## src/rtl/buffer_drain_scheduler_pkg.sv

```systemverilog
// Shared definitions for the buffer drain scheduler.
// Holds the frame-sequencer state encoding, the default header tag and
// small sizing helpers used by the top level and the arbiter.
package buffer_drain_scheduler_pkg;

  typedef enum logic [2:0] {
    IDLE = 3'd0,
    READ = 3'd1,
    CAPT = 3'd2,
    HDR  = 3'd3,
    DATA = 3'd4
  } state_t;

  localparam logic [3:0] HDR_TAG_DEFAULT   = 4'hA;
  localparam int         WORD_BITS_DEFAULT = 32;
  localparam int         BYTES_PER_WORD    = WORD_BITS_DEFAULT / 8;

  // Number of bytes carried by one buffer word.
  function automatic int bytes_per_word(input int word_bits);
    return word_bits / 8;
  endfunction

  // Index width for n items; never narrower than one bit.
  function automatic int idx_width(input int n);
    return (n > 1) ? $clog2(n) : 1;
  endfunction

endpackage

```

## src/rtl/buffer_drain_scheduler_rr_arbiter.sv

```systemverilog
// Combinational round-robin arbiter.
// Picks the first asserted request at or above ptr, searching upward
// modulo NUM_CH.
// Ports:
//   req       in  NUM_CH  request vector
//   ptr       in  PTR_W   search start index
//   gnt_idx   out PTR_W   granted index (0 when nothing is granted)
//   gnt_valid out 1       at least one request present
module rr_arbiter
  import buffer_drain_scheduler_pkg::*;
#(
  parameter int NUM_CH = 4,
  parameter int PTR_W  = idx_width(NUM_CH)
) (
  input  logic [NUM_CH-1:0] req,
  input  logic [PTR_W-1:0]  ptr,
  output logic [PTR_W-1:0]  gnt_idx,
  output logic              gnt_valid
);

  // Scan from the farthest offset down to ptr so the nearest requester wins.
  always_comb begin
    logic [PTR_W-1:0] idx_s;
    idx_s     = '0;
    gnt_idx   = '0;
    gnt_valid = 1'b0;
    for (int k = NUM_CH - 1; k >= 0; k--) begin
      idx_s     = PTR_W'((int'(ptr) + k) % NUM_CH);
      gnt_idx   = req[idx_s] ? idx_s : gnt_idx;
      gnt_valid = gnt_valid | req[idx_s];
    end
  end

endmodule

```

## src/rtl/buffer_drain_scheduler.sv

```systemverilog
// Round-robin drain scheduler sharing one byte transmitter between
// NUM_CH sample buffers. Buffer occupancy is mirrored from the write
// strobes; each served word goes out as a header byte followed by the
// word's bytes, most significant first.
// Ports:
//   clk, rst   clock and synchronous active-high reset
//   enable     allows new frames to start
//   ch_wr      per-buffer write strobes (copy of wr_enable)
//   ch_rd_en   one-hot single-cycle read strobe to the buffers
//   ch_data    concatenated buffer outputs, channel i at [i*W +: W]
//   tx_data/tx_valid/tx_ready  byte stream to the transmitter
//   busy       sequencer not idle
//   ovf        sticky per-channel write-while-full flag
//   frame_cnt  completed frames, wrapping
module buffer_drain_scheduler
  import buffer_drain_scheduler_pkg::*;
#(
  parameter int         NUM_CH               = 4,
  parameter int         BUFFER_LENGTH        = 4,
  parameter int         CNT_BITS             = 5,
  parameter int         VARIABLE_LENGTH_BITS = WORD_BITS_DEFAULT,
  parameter logic [3:0] HDR_TAG              = HDR_TAG_DEFAULT
) (
  input  logic                                 clk,
  input  logic                                 rst,
  input  logic                                 enable,
  input  logic [NUM_CH-1:0]                    ch_wr,
  output logic [NUM_CH-1:0]                    ch_rd_en,
  input  logic [NUM_CH*VARIABLE_LENGTH_BITS-1:0] ch_data,
  output logic [7:0]                           tx_data,
  output logic                                 tx_valid,
  input  logic                                 tx_ready,
  output logic                                 busy,
  output logic [NUM_CH-1:0]                    ovf,
  output logic [15:0]                          frame_cnt
);

  localparam int W     = VARIABLE_LENGTH_BITS;
  localparam int BYTES = bytes_per_word(W);
  localparam int PTR_W = idx_width(NUM_CH);
  localparam int BI_W  = idx_width(BYTES);

  localparam logic [CNT_BITS-1:0] CNT_FULL  = CNT_BITS'(BUFFER_LENGTH);
  localparam logic [CNT_BITS-1:0] CNT_ONE   = CNT_BITS'(1);
  localparam logic [PTR_W-1:0]    LAST_CH   = PTR_W'(NUM_CH - 1);
  localparam logic [PTR_W-1:0]    PTR_ONE   = PTR_W'(1);
  localparam logic [BI_W-1:0]     LAST_BYTE = BI_W'(BYTES - 1);
  localparam logic [BI_W-1:0]     BI_ONE    = BI_W'(1);

  state_t            state_r;
  logic [PTR_W-1:0]  ch_sel_r;
  logic [PTR_W-1:0]  rr_ptr_r;
  logic [W-1:0]      word_r;
  logic [BI_W-1:0]   byte_idx_r;

  logic [NUM_CH-1:0] req_s;
  logic [PTR_W-1:0]  gnt_idx_s;
  logic              gnt_valid_s;
  logic [NUM_CH-1:0] gnt_onehot_s;
  logic [PTR_W-1:0]  rr_next_s;
  logic [W-1:0]      sel_word_s;
  logic [BI_W-1:0]   byte_sel_s;
  logic [7:0]        next_byte_s;
  logic [3:0]        ch_sel_nib_s;

  // Occupancy mirrors: a simultaneous write and read cancel; a write to a
  // full mirror is what the buffer drops, so it only raises ovf.
  for (genvar i = 0; i < NUM_CH; i++) begin : g_cnt
    logic [CNT_BITS-1:0] cnt_r;
    logic                ovf_r;

    // Per-channel occupancy counter and sticky overflow flag.
    always_ff @(posedge clk) begin
      if (rst) begin
        cnt_r <= '0;
        ovf_r <= 1'b0;
      end else if (ch_wr[i] && ch_rd_en[i]) begin
        cnt_r <= cnt_r;
      end else if (ch_wr[i]) begin
        if (cnt_r < CNT_FULL) cnt_r <= cnt_r + CNT_ONE;
        else                  ovf_r <= 1'b1;
      end else if (ch_rd_en[i] && (cnt_r != '0)) begin
        cnt_r <= cnt_r - CNT_ONE;
      end
    end

    assign req_s[i] = (cnt_r != '0);
    assign ovf[i]   = ovf_r;
  end

  rr_arbiter #(
    .NUM_CH (NUM_CH),
    .PTR_W  (PTR_W)
  ) u_arb (
    .req       (req_s),
    .ptr       (rr_ptr_r),
    .gnt_idx   (gnt_idx_s),
    .gnt_valid (gnt_valid_s)
  );

  assign rr_next_s    = (gnt_idx_s == LAST_CH) ? '0 : gnt_idx_s + PTR_ONE;
  assign ch_sel_nib_s = 4'(ch_sel_r);
  // In HDR the next byte is the top one; in DATA it is one below the current.
  assign byte_sel_s   = (state_r == HDR) ? LAST_BYTE : byte_idx_r - BI_ONE;

  // Grant decode, selected channel word and next outgoing data byte.
  always_comb begin
    gnt_onehot_s = '0;
    sel_word_s   = '0;
    next_byte_s  = 8'h00;
    for (int i = 0; i < NUM_CH; i++) begin
      gnt_onehot_s[i] = (gnt_idx_s == PTR_W'(i));
      sel_word_s      = (ch_sel_r == PTR_W'(i)) ? ch_data[i*W +: W] : sel_word_s;
    end
    for (int b = 0; b < BYTES; b++) begin
      next_byte_s = (byte_sel_s == BI_W'(b)) ? word_r[b*8 +: 8] : next_byte_s;
    end
  end

  // Frame sequencer; outputs are loaded together with the state they belong to.
  always_ff @(posedge clk) begin
    if (rst) begin
      state_r    <= IDLE;
      ch_sel_r   <= '0;
      rr_ptr_r   <= '0;
      word_r     <= '0;
      byte_idx_r <= '0;
      ch_rd_en   <= '0;
      tx_valid   <= 1'b0;
      tx_data    <= 8'h00;
      busy       <= 1'b0;
      frame_cnt  <= 16'h0000;
    end else begin
      case (state_r)
        IDLE: begin
          if (enable && gnt_valid_s) begin
            state_r  <= READ;
            ch_sel_r <= gnt_idx_s;
            rr_ptr_r <= rr_next_s;
            ch_rd_en <= gnt_onehot_s;
            busy     <= 1'b1;
          end
        end
        READ: begin
          ch_rd_en <= '0;
          state_r  <= CAPT;
        end
        CAPT: begin
          // The buffer registered its output at the end of READ.
          word_r   <= sel_word_s;
          tx_valid <= 1'b1;
          tx_data  <= {HDR_TAG, ch_sel_nib_s};
          state_r  <= HDR;
        end
        HDR: begin
          if (tx_ready) begin
            byte_idx_r <= LAST_BYTE;
            tx_data    <= next_byte_s;
            state_r    <= DATA;
          end
        end
        DATA: begin
          if (tx_ready) begin
            if (byte_idx_r != '0) begin
              byte_idx_r <= byte_idx_r - BI_ONE;
              tx_data    <= next_byte_s;
            end else begin
              frame_cnt <= frame_cnt + 16'd1;
              tx_valid  <= 1'b0;
              tx_data   <= 8'h00;
              busy      <= 1'b0;
              state_r   <= IDLE;
            end
          end
        end
        default: begin
          state_r  <= IDLE;
          ch_rd_en <= '0;
          tx_valid <= 1'b0;
          tx_data  <= 8'h00;
          busy     <= 1'b0;
        end
      endcase
    end
  end

endmodule

```

## config.mk

```make
export PLATFORM = sky130hd
export DESIGN_NAME = buffer_drain_scheduler
export DESIGN_NICKNAME = d
export VERILOG_FILES = /design/src/rtl/buffer_drain_scheduler_pkg.sv /design/src/rtl/buffer_drain_scheduler_rr_arbiter.sv /design/src/rtl/buffer_drain_scheduler.sv
export SDC_FILE = /design/constraint.sdc
export NUM_CORES = 1
export LEC_CHECK = 0
export CAP_MARGIN = 40
export CORE_MARGIN = 2
export CORE_UTILIZATION = 25
export CTS_CLUSTER_SIZE = 30
export DETAILED_ROUTE_END_ITERATION = 7
export GPL_TIMING_DRIVEN = 0
export PLACE_DENSITY_LB_ADDON = 0.1
export SLEW_MARGIN = 25
export SYNTH_ARGS = -nofsm -noshare
export SYNTH_HDL_FRONTEND = slang
export SYNTH_SLANG_ARGS = --single-unit
export TNS_END_PERCENT = 30
```

## constraint.sdc

```tcl
create_clock -name clk -period 4 [get_ports clk]
set_input_delay 0.8 -clock clk [delete_from_list [all_inputs] [get_ports clk]]
set_output_delay 0.8 -clock clk [all_outputs]
set_load 0.05 [all_outputs]
```

* After elaboration in Yosys (flattened, before gate mapping)
Index checks and enable logic that the tools add are counted.
Storage, ports and cells: register bits 95, input bits 136, logic and storage cells 175
Operators by class: add/sub/neg operators 14, order comparisons 8, equal/unequal tests 22, multiplexer cells 54, bitwise operators 16, reductions and logical operators 43
Operator list (number):
- 2-to-1 mux 32 bit | 4
- 2-to-1 mux 5 bit | 12
- 2-to-1 mux 8 bit | 7
- AND reduction 3 bit | 11
- one-hot mux 8 bit (4 select lines) | 1
- adder 5 x 1 -> 5 bit, second input constant | 4
- < comparator 5 x 3 -> 1 bit, second input constant | 4
- nonzero test 5 bit | 4
- subtractor 5 x 1 -> 5 bit, second input constant | 4
- 2-to-1 mux 2 bit | 9
- adder 16 x 1 -> 16 bit, second input constant | 1
- one-hot mux 3 bit (5 select lines) | 1
- inverter 1 bit | 13
- equality test 2 bit, second input constant | 6
- < comparator 2 x 3 -> 1 bit, second input constant | 4
- 2-to-1 mux 3 bit | 4
- AND reduction 4 bit | 3
- nonzero test 2 bit | 6
- != test 2 bit, second input constant | 5
- logical AND 1 bit | 9
- OR reduction 3 bit | 3
- binary-select mux 1 bit (select 2 bit) | 4
- != test 2 x 1 -> 1 bit, second input constant | 4
- one-hot mux 4 bit (2 select lines) | 1
- other kinds (16) | 33

* Logic depth before layout (Yosys ltp)
Gate-level depths: netlist (run 1).
depth in word-level cells 10, gate-level depth with buffers 9, depth with buffers taken out 8

* Hierarchy
A second synthesis (run 1) with hierarchy kept.
Unflattened totals: cells, all modules 637, area, all modules 5736.8 sq um
By module, submodules not included:
- buffer_drain_scheduler | times used 1, cells each 622, area an instance 5655.4 sq um, sequential area each 1901.8 sq um
- rr_arbiter | times used 1, cells each 15, area an instance 81.3 sq um, sequential area each 0.0 sq um

* Least setup slack after synthesis (run 1)
No wires, ideal clock.
path kind input-to-reg, start point input port ch_wr[0], end point register g_cnt[0].cnt_r[4], data arrival time 2167 ps, data required time 3930 ps, path slack 1762 ps, cell stages on the path 7, path buffers 0, cell sequence inv_1 > fa_1 > a21o_1 > a21oi_1 > xnor2_1 > or3_1 > a21oi_1
On the way: cells in the longest elaborated chain, start to end 3, elaborated cells on any way between the ends 6, classes of those cells eq/ne (1); mux (1); bitwise (1); reduce/logical (3)
Ends and longest elaborated chain:
- start, declared | RTL line buffer_drain_scheduler.sv:27 | input logic [NUM_CH-1:0] ch_wr,
- parallel branches: the longest is 3 deep, another holds AND reduction 3 bit
- end signal, assigned | RTL line buffer_drain_scheduler.sv:78 | cnt_r <= cnt_r;
- end signal, assigned | RTL line buffer_drain_scheduler.sv:80 | if (cnt_r < CNT_FULL) cnt_r <= cnt_r + CNT_ONE;
- end signal, assigned | RTL line buffer_drain_scheduler.sv:83 | cnt_r <= cnt_r - CNT_ONE;
- end, declared | RTL line buffer_drain_scheduler.sv:69 | logic [CNT_BITS-1:0] cnt_r;
Parallel ways; which one is timed is not known. A chain may end at the register's enable or synchronous reset.

* Final worst setup path (run 1)
start point input port ch_wr[3], end point register g_cnt[3].cnt_r[4]
On the way: cells in the longest elaborated chain, start to end 3, elaborated cells on any way between the ends 6, classes of those cells eq/ne (1); mux (1); bitwise (1); reduce/logical (3)
Ends and longest elaborated chain (RTL line):
- parallel branches: the longest is 3 deep, another holds AND reduction 3 bit
- end signal, assigned | buffer_drain_scheduler.sv:78
- end signal, assigned | buffer_drain_scheduler.sv:80
- end signal, assigned | buffer_drain_scheduler.sv:83
- end, declared | buffer_drain_scheduler.sv:69
Parallel ways; which one is timed is not known.

==> run_summary.xml, run 1 <==
<?xml version="1.0" encoding="UTF-8"?>
<metrics>
  <group name="outcome">
    <metric name="run_status" unit="">finished, final reports clean</metric>
  </group>
  <group name="synthesis">
    <metric name="dominant_combinational_cell_family_by_area_after_synthesis" unit="">simple AND/OR/NAND/NOR gates</metric>
    <metric name="synth.lib_cells_used.distinct" unit="">53</metric>
    <metric name="syn_area" unit="µm²">5450</metric>
    <metric name="synth_cells" unit="">594</metric>
    <metric name="synth.yosys.warnings" unit="">0</metric>
    <metric name="ys_ff_latch" unit="">95</metric>
    <metric name="synth_edf_count" unit="">0</metric>
    <metric name="synth_xor_area_share" unit="%">4.98</metric>
    <metric name="synth.yosys.seq_area_share" unit="%">34.9</metric>
    <metric name="synth_adder_area_share" unit="%">5.60</metric>
    <metric name="synth_top_area_share" unit="%">34.9</metric>
    <metric name="synthMuxAreaShare" unit="%">17.1</metric>
    <metric name="synthesis.area_per_instance" unit="µm²">9.18</metric>
    <metric name="synthesis.nets" unit="">752</metric>
    <metric name="async_flop_share" unit="%">0</metric>
    <metric name="synth-simple-area-share" unit="%">18.3</metric>
    <metric name="yosys-top-cells-area" unit="">dfxtp_1 35%, mux4_2 13%, a21oi_1 6.1%, nand2_1 5.8%, nor2_1 4.7%</metric>
    <metric name="synth_area_leader_cell" unit="">dfxtp_1</metric>
    <metric name="synth_top_flop_cell" unit="">dfxtp_1</metric>
    <metric name="synth_compound_area_share" unit="%">14.9</metric>
  </group>
  <group name="clock_network">
    <metric name="ctsHoldBuffers" unit="">0</metric>
    <metric name="tritoncts_num_sinks" unit="">95</metric>
    <metric name="cts_buffers" unit="">9</metric>
    <metric name="root_buffer_selected_by_cts" unit="">clkbuf_16</metric>
    <metric name="cts_tree" unit="">yes</metric>
    <metric name="setup_fix_buffers_added_after_clock_tree_synthesis" unit="">0</metric>
    <metric name="cts.reportedPaths.clkPinSlew" unit="ns">0.06</metric>
    <metric name="quantity_of_gates_resized_following_cts" unit="">0</metric>
    <metric name="clock_tree.buffer_depth" unit="">2</metric>
    <metric name="htreeDepth" unit="">3</metric>
    <metric name="insertion_delay" unit="ns">0.34</metric>
  </group>
  <group name="die">
    <metric name="design.core.area" unit="µm²">21600</metric>
    <metric name="initial_core_util" unit="%">25.2</metric>
    <metric name="dieArea" unit="µm²">23000</metric>
    <metric name="std_cell_rows" unit="">54</metric>
    <metric name="die-width" unit="µm">152</metric>
    <metric name="chipHeight" unit="µm">152</metric>
    <metric name="boundaryPins" unit="">170</metric>
  </group>
  <group name="hold_path">
    <metric name="holdPathStages" unit="">2</metric>
    <metric name="hp-class" unit="">reg -&gt; reg</metric>
    <metric name="whs_endpoint" unit="">g_cnt[0].ovf_r</metric>
    <metric name="min-delay-start" unit="">g_cnt[0].ovf_r</metric>
  </group>
  <group name="sta">
    <metric name="layout_worst_path_cycle_share" unit="%">66.0</metric>
    <metric name="layout_min_cycle_time" unit="ns">2.64</metric>
    <metric name="hold_viol_final" unit="">0</metric>
    <metric name="timing.setup.tns" unit="ns">0</metric>
    <metric name="grt_setup_unrepaired" unit="">no</metric>
    <metric name="setup_violations" unit="">0</metric>
    <metric name="fmax" unit="GHz">0.379</metric>
    <metric name="drv_slew" unit="">0</metric>
    <metric name="skew" unit="ns">0.00830</metric>
    <metric name="worst_slew_margin" unit="%">52.8</metric>
    <metric name="max_slew.worst_pin.slew" unit="ns">0.709</metric>
  </group>
  <group name="pwr">
    <metric name="cellLeakagePower" unit="nW">2.85</metric>
    <metric name="post-layout-total-power" unit="mW">4.34</metric>
    <metric name="powerDensity" unit="nW/µm²">559</metric>
    <metric name="ir_drop" unit="V">0.000250</metric>
  </group>
  <group name="route">
    <metric name="drt_pre_antenna_iters" unit="">4</metric>
    <metric name="route.vias.total" unit="">4996</metric>
    <metric name="viasPerCell" unit="">4.72</metric>
    <metric name="post-route-drc-count" unit="">0</metric>
    <metric name="drtAntennaViolNets" unit="">0</metric>
    <metric name="detailedRoute.firstIterationViolations" unit="">231</metric>
    <metric name="postRouteWirelength" unit="µm">15900</metric>
    <metric name="detail_route.wl_per_cell" unit="µm">15.0</metric>
  </group>
  <group name="global_routing">
    <metric name="grt_pass1_wl" unit="µm">25800</metric>
    <metric name="grt_max_degree" unit="">15</metric>
    <metric name="number_of_global_route_vias_before_repair" unit="">5155</metric>
    <metric name="grt_overflow" unit="">0</metric>
    <metric name="antenna_found_initial" unit="">0</metric>
    <metric name="grt_util_all_layers" unit="%">14.3</metric>
  </group>
  <group name="placed_design">
    <metric name="detailed_place_hpwl" unit="µm">12800</metric>
    <metric name="place.port_buffers" unit="">169</metric>
    <metric name="dpl_cell_area" unit="µm²">7500</metric>
    <metric name="gp_congestion" unit="">0.784</metric>
  </group>
  <group name="worst_setup_path">
    <metric name="crit_path_cell_trace" unit="">clkdlybuf4s50_1, inv_1, fa_1, a21o_1, a21oi_1, xnor2_1, or3_1, a21oi_1</metric>
    <metric name="cpPeakStageDelay" unit="ns">0.54</metric>
    <metric name="worst_ep_required_time" unit="ns">4.27</metric>
    <metric name="crit_path_max_fanout" unit="">5</metric>
    <metric name="path_class" unit="">in -&gt; reg</metric>
    <metric name="endpoint_kind" unit="">flop</metric>
    <metric name="cpMaxStageDelayCell" unit="">clkdlybuf4s50_1</metric>
    <metric name="cp-start-kind" unit="">primary input</metric>
    <metric name="worst-r2r-cell-count" unit="">8</metric>
    <metric name="critical_path.most_common_cell" unit="">a21oi_1</metric>
    <metric name="crit-reg2reg-capture" unit="">tx_data[1]</metric>
    <metric name="regToRegSetupSlack" unit="ns">1.62</metric>
    <metric name="rr_startpoint" unit="">byte_idx_r[0]</metric>
    <metric name="worst-endpoint-arrival" unit="ns">2.91</metric>
  </group>
  <group name="final_layout">
    <metric name="stdcell_area" unit="µm²">7770</metric>
    <metric name="nets" unit="">933</metric>
    <metric name="antenna_cells_inserted" unit="">0</metric>
    <metric name="syn2layout_area_growth" unit="%">42.6</metric>
    <metric name="fillerInstances" unit="">2217</metric>
    <metric name="final_util" unit="%">36.0</metric>
    <metric name="drive_gt1_share" unit="%">9.77</metric>
  </group>
  <group name="flow_run">
    <metric name="timing.max_cap.violations" unit="">0</metric>
  </group>
</metrics>
==> stage by stage <==
stage	hold slack [ns]	instances	setup slack, ns
detailed placement	0.447	1044	1.02
CTS	0.455	1058	1.35
global placement	0.441	1043	1.07
floorplan	0.426	594	1.76
global route	0.479	1058	1.21
finish	0.453	1058	1.36
==> layout make-up <==
class,instances,area (µm²),area share (%)
Buffer,42,191,2.46
Clock buffer,11,253,3.25
Clock inverter,3,20.0,0.257
Inverter,11,41.3,0.531
Multi-Input combinational cell,446,3320,42.7
Sequential cell,95,1900,24.5
Tap cell,280,350,4.51
Timing Repair Buffer,170,1700,21.9
==> cell usage after synthesis (all sizes together), types with 3 or more instances <==
cell / count
dfxtp: 95
nand2: 85
nor2: 69
a21oi: 66
mux4: 32
clkbuf: 27
xor2: 22
mux2i: 21
ha: 18
buf: 15
a22oi: 13
inv: 11
o21ai: 11
a21o: 10
nand4: 10
nor3: 10
xnor2: 9
o22ai: 8
and3: 7
or3: 7
and2: 6
and4: 4
fa: 4
a311oi: 3
a31oi: 3
nand3: 3
o2bb2ai: 3
==> worst max path at each step <==
stage	start	end	cells past startpoint
3_5_place_dp	ch_wr[0]	g_cnt[0].cnt_r[4]	8
4_1_cts	ch_wr[2]	g_cnt[2].cnt_r[4]	8
3_3_place_gp	ch_wr[3]	g_cnt[3].cnt_r[4]	8
5_1_grt	ch_wr[3]	g_cnt[3].cnt_r[4]	8
2_1_floorplan	ch_wr[0]	g_cnt[0].cnt_r[4]	7
6_report	ch_wr[3]	g_cnt[3].cnt_r[4]	8
==> critical path: cells and delay by family <==
| kind | cells | cell delay [ns] |
|---|---|---|
| buffers and inverters | 2 | 0.68 |
| AOI/OAI and AO/OA | 3 | 0.51 |
| adders and majority gates | 1 | 0.47 |
| and+or+nand+nor | 1 | 0.32 |
| xor gates and xnor gates | 1 | 0.12 |
==> report_power, final <==
part           switching (mW)  leakage, nW  internal (mW)
Sequential              0.188        0.774           1.15
Clock                   0.357        0.129          0.447
Combinational            1.18         1.95           1.03
Total                    1.72         2.85           2.62
==> layer usage <==
metal,vias up,global-route usage [%],part of all wire [%]
met3,15,3.02,6.1
met2,155,24.4,47
met4,0,4.44,1.7
li1,2491,-,-
met5,-,0,0
met1,2335,18.1,45
==> sequential cells by signal, summed over array words and instances, names as in the netlist <==
register	count
byte_idx_r	2
rr_ptr_r	2
word_r	32
g_cnt.cnt_r	20
state_r	3
ch_rd_en	4
frame_cnt	16
ch_sel_r	2
tx_data	8
tx_valid	1
g_cnt.ovf_r	4
busy	1
==> cells in the final DEF (no fill, tap or decap), types with 18 or more instances in the layout <==
cell and instances:
a21oi_1 66, clkbuf_1 27, clkdlybuf4s50_1 169, dfxtp_1 95, ha_1 18, mux2i_1 21
mux4_2 32, nand2_1 84, nor2_1 69, xor2_1 22
==> cell families after synthesis <==
logic type	after synthesis
XOR/XNOR	31
AND/OR/NAND/NOR	211
adder cells (fa/ha/maj)	22
AO/OA/AOI/OAI	129
flip-flops	95
multiplexers	53
buffers and inverters	53
(Power assumes the default switching activity.)
==> run 2: changes to the inputs <==
clock period = 2.42 ns   (was 4 ns; I/O delays follow)
==> run 2 against run 1 <==
Compared with the run above: total power increased by 65%; largest cell class unchanged; setup slack got worse by 1.2 ns; first-iteration DRC count is 19% lower; sequential power rose by 66%; cell area is the same; global-route usage unchanged; register-to-register slack worse by 1.4 ns.
==> run_summary.xml, run 2 (synthesis results as in run 1) <==
<?xml version="1.0" encoding="UTF-8"?>
<metrics>
  <group name="die">
    <metric name="chipHeight" unit="µm">152</metric>
    <metric name="dieArea" unit="µm²">23000</metric>
    <metric name="std_cell_rows" unit="">54</metric>
    <metric name="die-width" unit="µm">152</metric>
    <metric name="initial_core_util" unit="%">25.2</metric>
    <metric name="boundaryPins" unit="">170</metric>
    <metric name="design.core.area" unit="µm²">21600</metric>
  </group>
  <group name="clock_network">
    <metric name="cts.reportedPaths.clkPinSlew" unit="ns">0.06</metric>
    <metric name="clock_tree.buffer_depth" unit="">2</metric>
    <metric name="htreeDepth" unit="">3</metric>
    <metric name="root_buffer_selected_by_cts" unit="">clkbuf_16</metric>
    <metric name="tritoncts_num_sinks" unit="">95</metric>
    <metric name="cts_buffers" unit="">9</metric>
    <metric name="insertion_delay" unit="ns">0.34</metric>
    <metric name="cts_tree" unit="">yes</metric>
    <metric name="setup_fix_buffers_added_after_clock_tree_synthesis" unit="">0</metric>
  </group>
  <group name="final_layout">
    <metric name="antenna_cells_inserted" unit="">0</metric>
    <metric name="final_util" unit="%">36.0</metric>
    <metric name="instances_no_fill" unit="">1057</metric>
    <metric name="nets" unit="">932</metric>
    <metric name="registers.top_by_ff_count" unit="">word_r</metric>
    <metric name="largestRegisters" unit="">word_r (32), g_cnt.cnt_r (20), frame_cnt (16)</metric>
    <metric name="most-common-layout-cells" unit="">169 x clkdlybuf4s50_1, 95 x dfxtp_1, 84 x nand2_1, 68 x nor2_1, 66 x a21oi_1</metric>
    <metric name="syn2layout_area_growth" unit="%">42.6</metric>
    <metric name="layout_commonest_cell" unit="">clkdlybuf4s50_1</metric>
    <metric name="stdcell_area" unit="µm²">7770</metric>
    <metric name="fillerInstances" unit="">2217</metric>
    <metric name="largest_reg_flops" unit="">32</metric>
    <metric name="drive_gt1_share" unit="%">10.4</metric>
  </group>
  <group name="worst_setup_path">
    <metric name="crit_path_cell_trace" unit="">clkdlybuf4s50_1, inv_1, fa_1, a21o_1, a21oi_1, xnor2_1, or3_1, a21oi_1</metric>
    <metric name="endpoint_kind" unit="">flop</metric>
    <metric name="worst_ep_required_time" unit="ns">2.69</metric>
    <metric name="regToRegSetupSlack" unit="ns">0.26</metric>
    <metric name="path_class" unit="">in -&gt; reg</metric>
    <metric name="critical_path.most_common_cell" unit="">a21oi_1</metric>
    <metric name="cp-start-kind" unit="">primary input</metric>
    <metric name="cpMaxStageDelayCell" unit="">clkdlybuf4s50_1</metric>
    <metric name="rr_startpoint" unit="">g_cnt[2].cnt_r[4]</metric>
    <metric name="crit_path_max_fanout" unit="">6</metric>
    <metric name="worst-endpoint-arrival" unit="ns">2.56</metric>
    <metric name="worst-r2r-cell-count" unit="">8</metric>
    <metric name="cpPeakStageDelay" unit="ns">0.54</metric>
    <metric name="crit-reg2reg-capture" unit="">rr_ptr_r[1]</metric>
  </group>
  <group name="sta">
    <metric name="worst_slew_margin" unit="%">52.7</metric>
    <metric name="hold_viol_final" unit="">0</metric>
    <metric name="layout_min_cycle_time" unit="ns">2.29</metric>
    <metric name="setup_slack" unit="ns">0.130</metric>
    <metric name="max_slew.worst_pin.slew" unit="ns">0.709</metric>
    <metric name="hold_ws" unit="ns">0.453</metric>
    <metric name="grt_setup_unrepaired" unit="">no</metric>
    <metric name="timing.setup.tns" unit="ns">0</metric>
    <metric name="layout_worst_path_cycle_share" unit="%">94.6</metric>
    <metric name="drv_slew" unit="">0</metric>
    <metric name="skew" unit="ns">0.00862</metric>
    <metric name="fmax" unit="GHz">0.437</metric>
    <metric name="setup_violations" unit="">0</metric>
  </group>
  <group name="pwr">
    <metric name="powerDensity" unit="nW/µm²">924</metric>
    <metric name="cellLeakagePower" unit="nW">2.85</metric>
    <metric name="ir_drop" unit="V">0.000416</metric>
    <metric name="post-layout-total-power" unit="mW">7.18</metric>
  </group>
  <group name="global_routing">
    <metric name="grt_overflow" unit="">0</metric>
    <metric name="grt_pass1_wl" unit="µm">25800</metric>
    <metric name="antenna_found_initial" unit="">0</metric>
    <metric name="grt_util_all_layers" unit="%">14.3</metric>
    <metric name="grt_max_degree" unit="">15</metric>
    <metric name="number_of_global_route_vias_before_repair" unit="">5155</metric>
  </group>
  <group name="placed_design">
    <metric name="dp.cells" unit="">1044</metric>
    <metric name="dpl_cell_area" unit="µm²">7500</metric>
    <metric name="place.port_buffers" unit="">169</metric>
    <metric name="pre_cts_slack" unit="ns">-0.243</metric>
    <metric name="gp_congestion" unit="">0.784</metric>
    <metric name="detailed_place_hpwl" unit="µm">12800</metric>
  </group>
  <group name="hold_path">
    <metric name="whs_endpoint" unit="">g_cnt[0].ovf_r</metric>
    <metric name="hp-class" unit="">reg -&gt; reg</metric>
    <metric name="holdPathStages" unit="">2</metric>
    <metric name="min-delay-start" unit="">g_cnt[0].ovf_r</metric>
  </group>
  <group name="route">
    <metric name="detailedRoute.firstIterationViolations" unit="">187</metric>
    <metric name="postRouteWirelength" unit="µm">15900</metric>
    <metric name="viasPerCell" unit="">4.73</metric>
    <metric name="route.vias.total" unit="">4997</metric>
    <metric name="post-route-drc-count" unit="">0</metric>
    <metric name="drt_pre_antenna_iters" unit="">4</metric>
    <metric name="detail_route.wl_per_cell" unit="µm">15.0</metric>
    <metric name="drtAntennaViolNets" unit="">0</metric>
  </group>
  <group name="outcome">
    <metric name="run_status" unit="">finished, final reports clean</metric>
  </group>
  <group name="flow_run">
    <metric name="timing.max_cap.violations" unit="">0</metric>
  </group>
</metrics>
run 2: cell types whose count changed in the layout (fill, tap and decap cells not counted):
cell	delta
inv_1	-3
clkbuf_2	+1
inv_2	+3
clkbuf_1	-1
buf_1	-1
nor2_1	-1
nor2_2	+1
run 2: repair_timing:
item,4_1_cts,5_1_grt
endpoints found under the setup margin,0,11
gates resized for setup,0,5
hold buffers,0,0
run 2: report_power, final:
group	leakage, nW	total [mW]	internal, mW	switching [mW]
Clock	0.129	1.33	0.740	0.593
Sequential	0.774	2.21	1.89	0.312
Combinational	1.94	3.64	1.70	1.94
run 2: how the worst max path moves through the flow:
stage	depth (start not counted)	slack [ns]	start	to
6_report	8	0.13	ch_wr[1]	g_cnt[1].cnt_r[4]
5_1_grt	8	0.0008	ch_wr[3]	g_cnt[3].cnt_r[4]
2_1_floorplan	7	0.50	ch_wr[0]	g_cnt[0].cnt_r[4]
3_5_place_dp	8	-0.24	ch_wr[0]	g_cnt[0].cnt_r[4]
3_3_place_gp	8	-0.19	ch_wr[3]	g_cnt[3].cnt_r[4]
4_1_cts	8	0.07	byte_idx_r[0]	tx_data[2]
run 2: area by class of cell:
type | instances | area, µm² | share of cell area [%]
Buffer | 41 | 189 | 2.43
Clock buffer | 11 | 253 | 3.25
Clock inverter | 3 | 20.0 | 0.257
Inverter | 11 | 41.3 | 0.531
Multi-Input combinational cell | 446 | 3320 | 42.7
Sequential cell | 95 | 1900 | 24.5
Tap cell | 280 | 350 | 4.51
Timing Repair Buffer | 170 | 1700 | 21.9
run 2: routing by layer:
metal / global-route usage (%) / wire [µm] / vias to the layer above
met1: 18.1 / 7160 / 2337
met2: 24.4 / 7480 / 155
li1: - / - / 2489
met3: 3.02 / 984 / 16
met5: 0 / 0 / -
met4: 4.44 / 276 / 0
run 2: worst max-delay path: cells and delay by family:
family                     cells  cell delay (ns)
and+or+nand+nor                1             0.32
adders and majority gates      1             0.48
AOI/OAI and AO/OA              3             0.49
xor gates and xnor gates       1             0.10
buffers and inverters          2             0.70
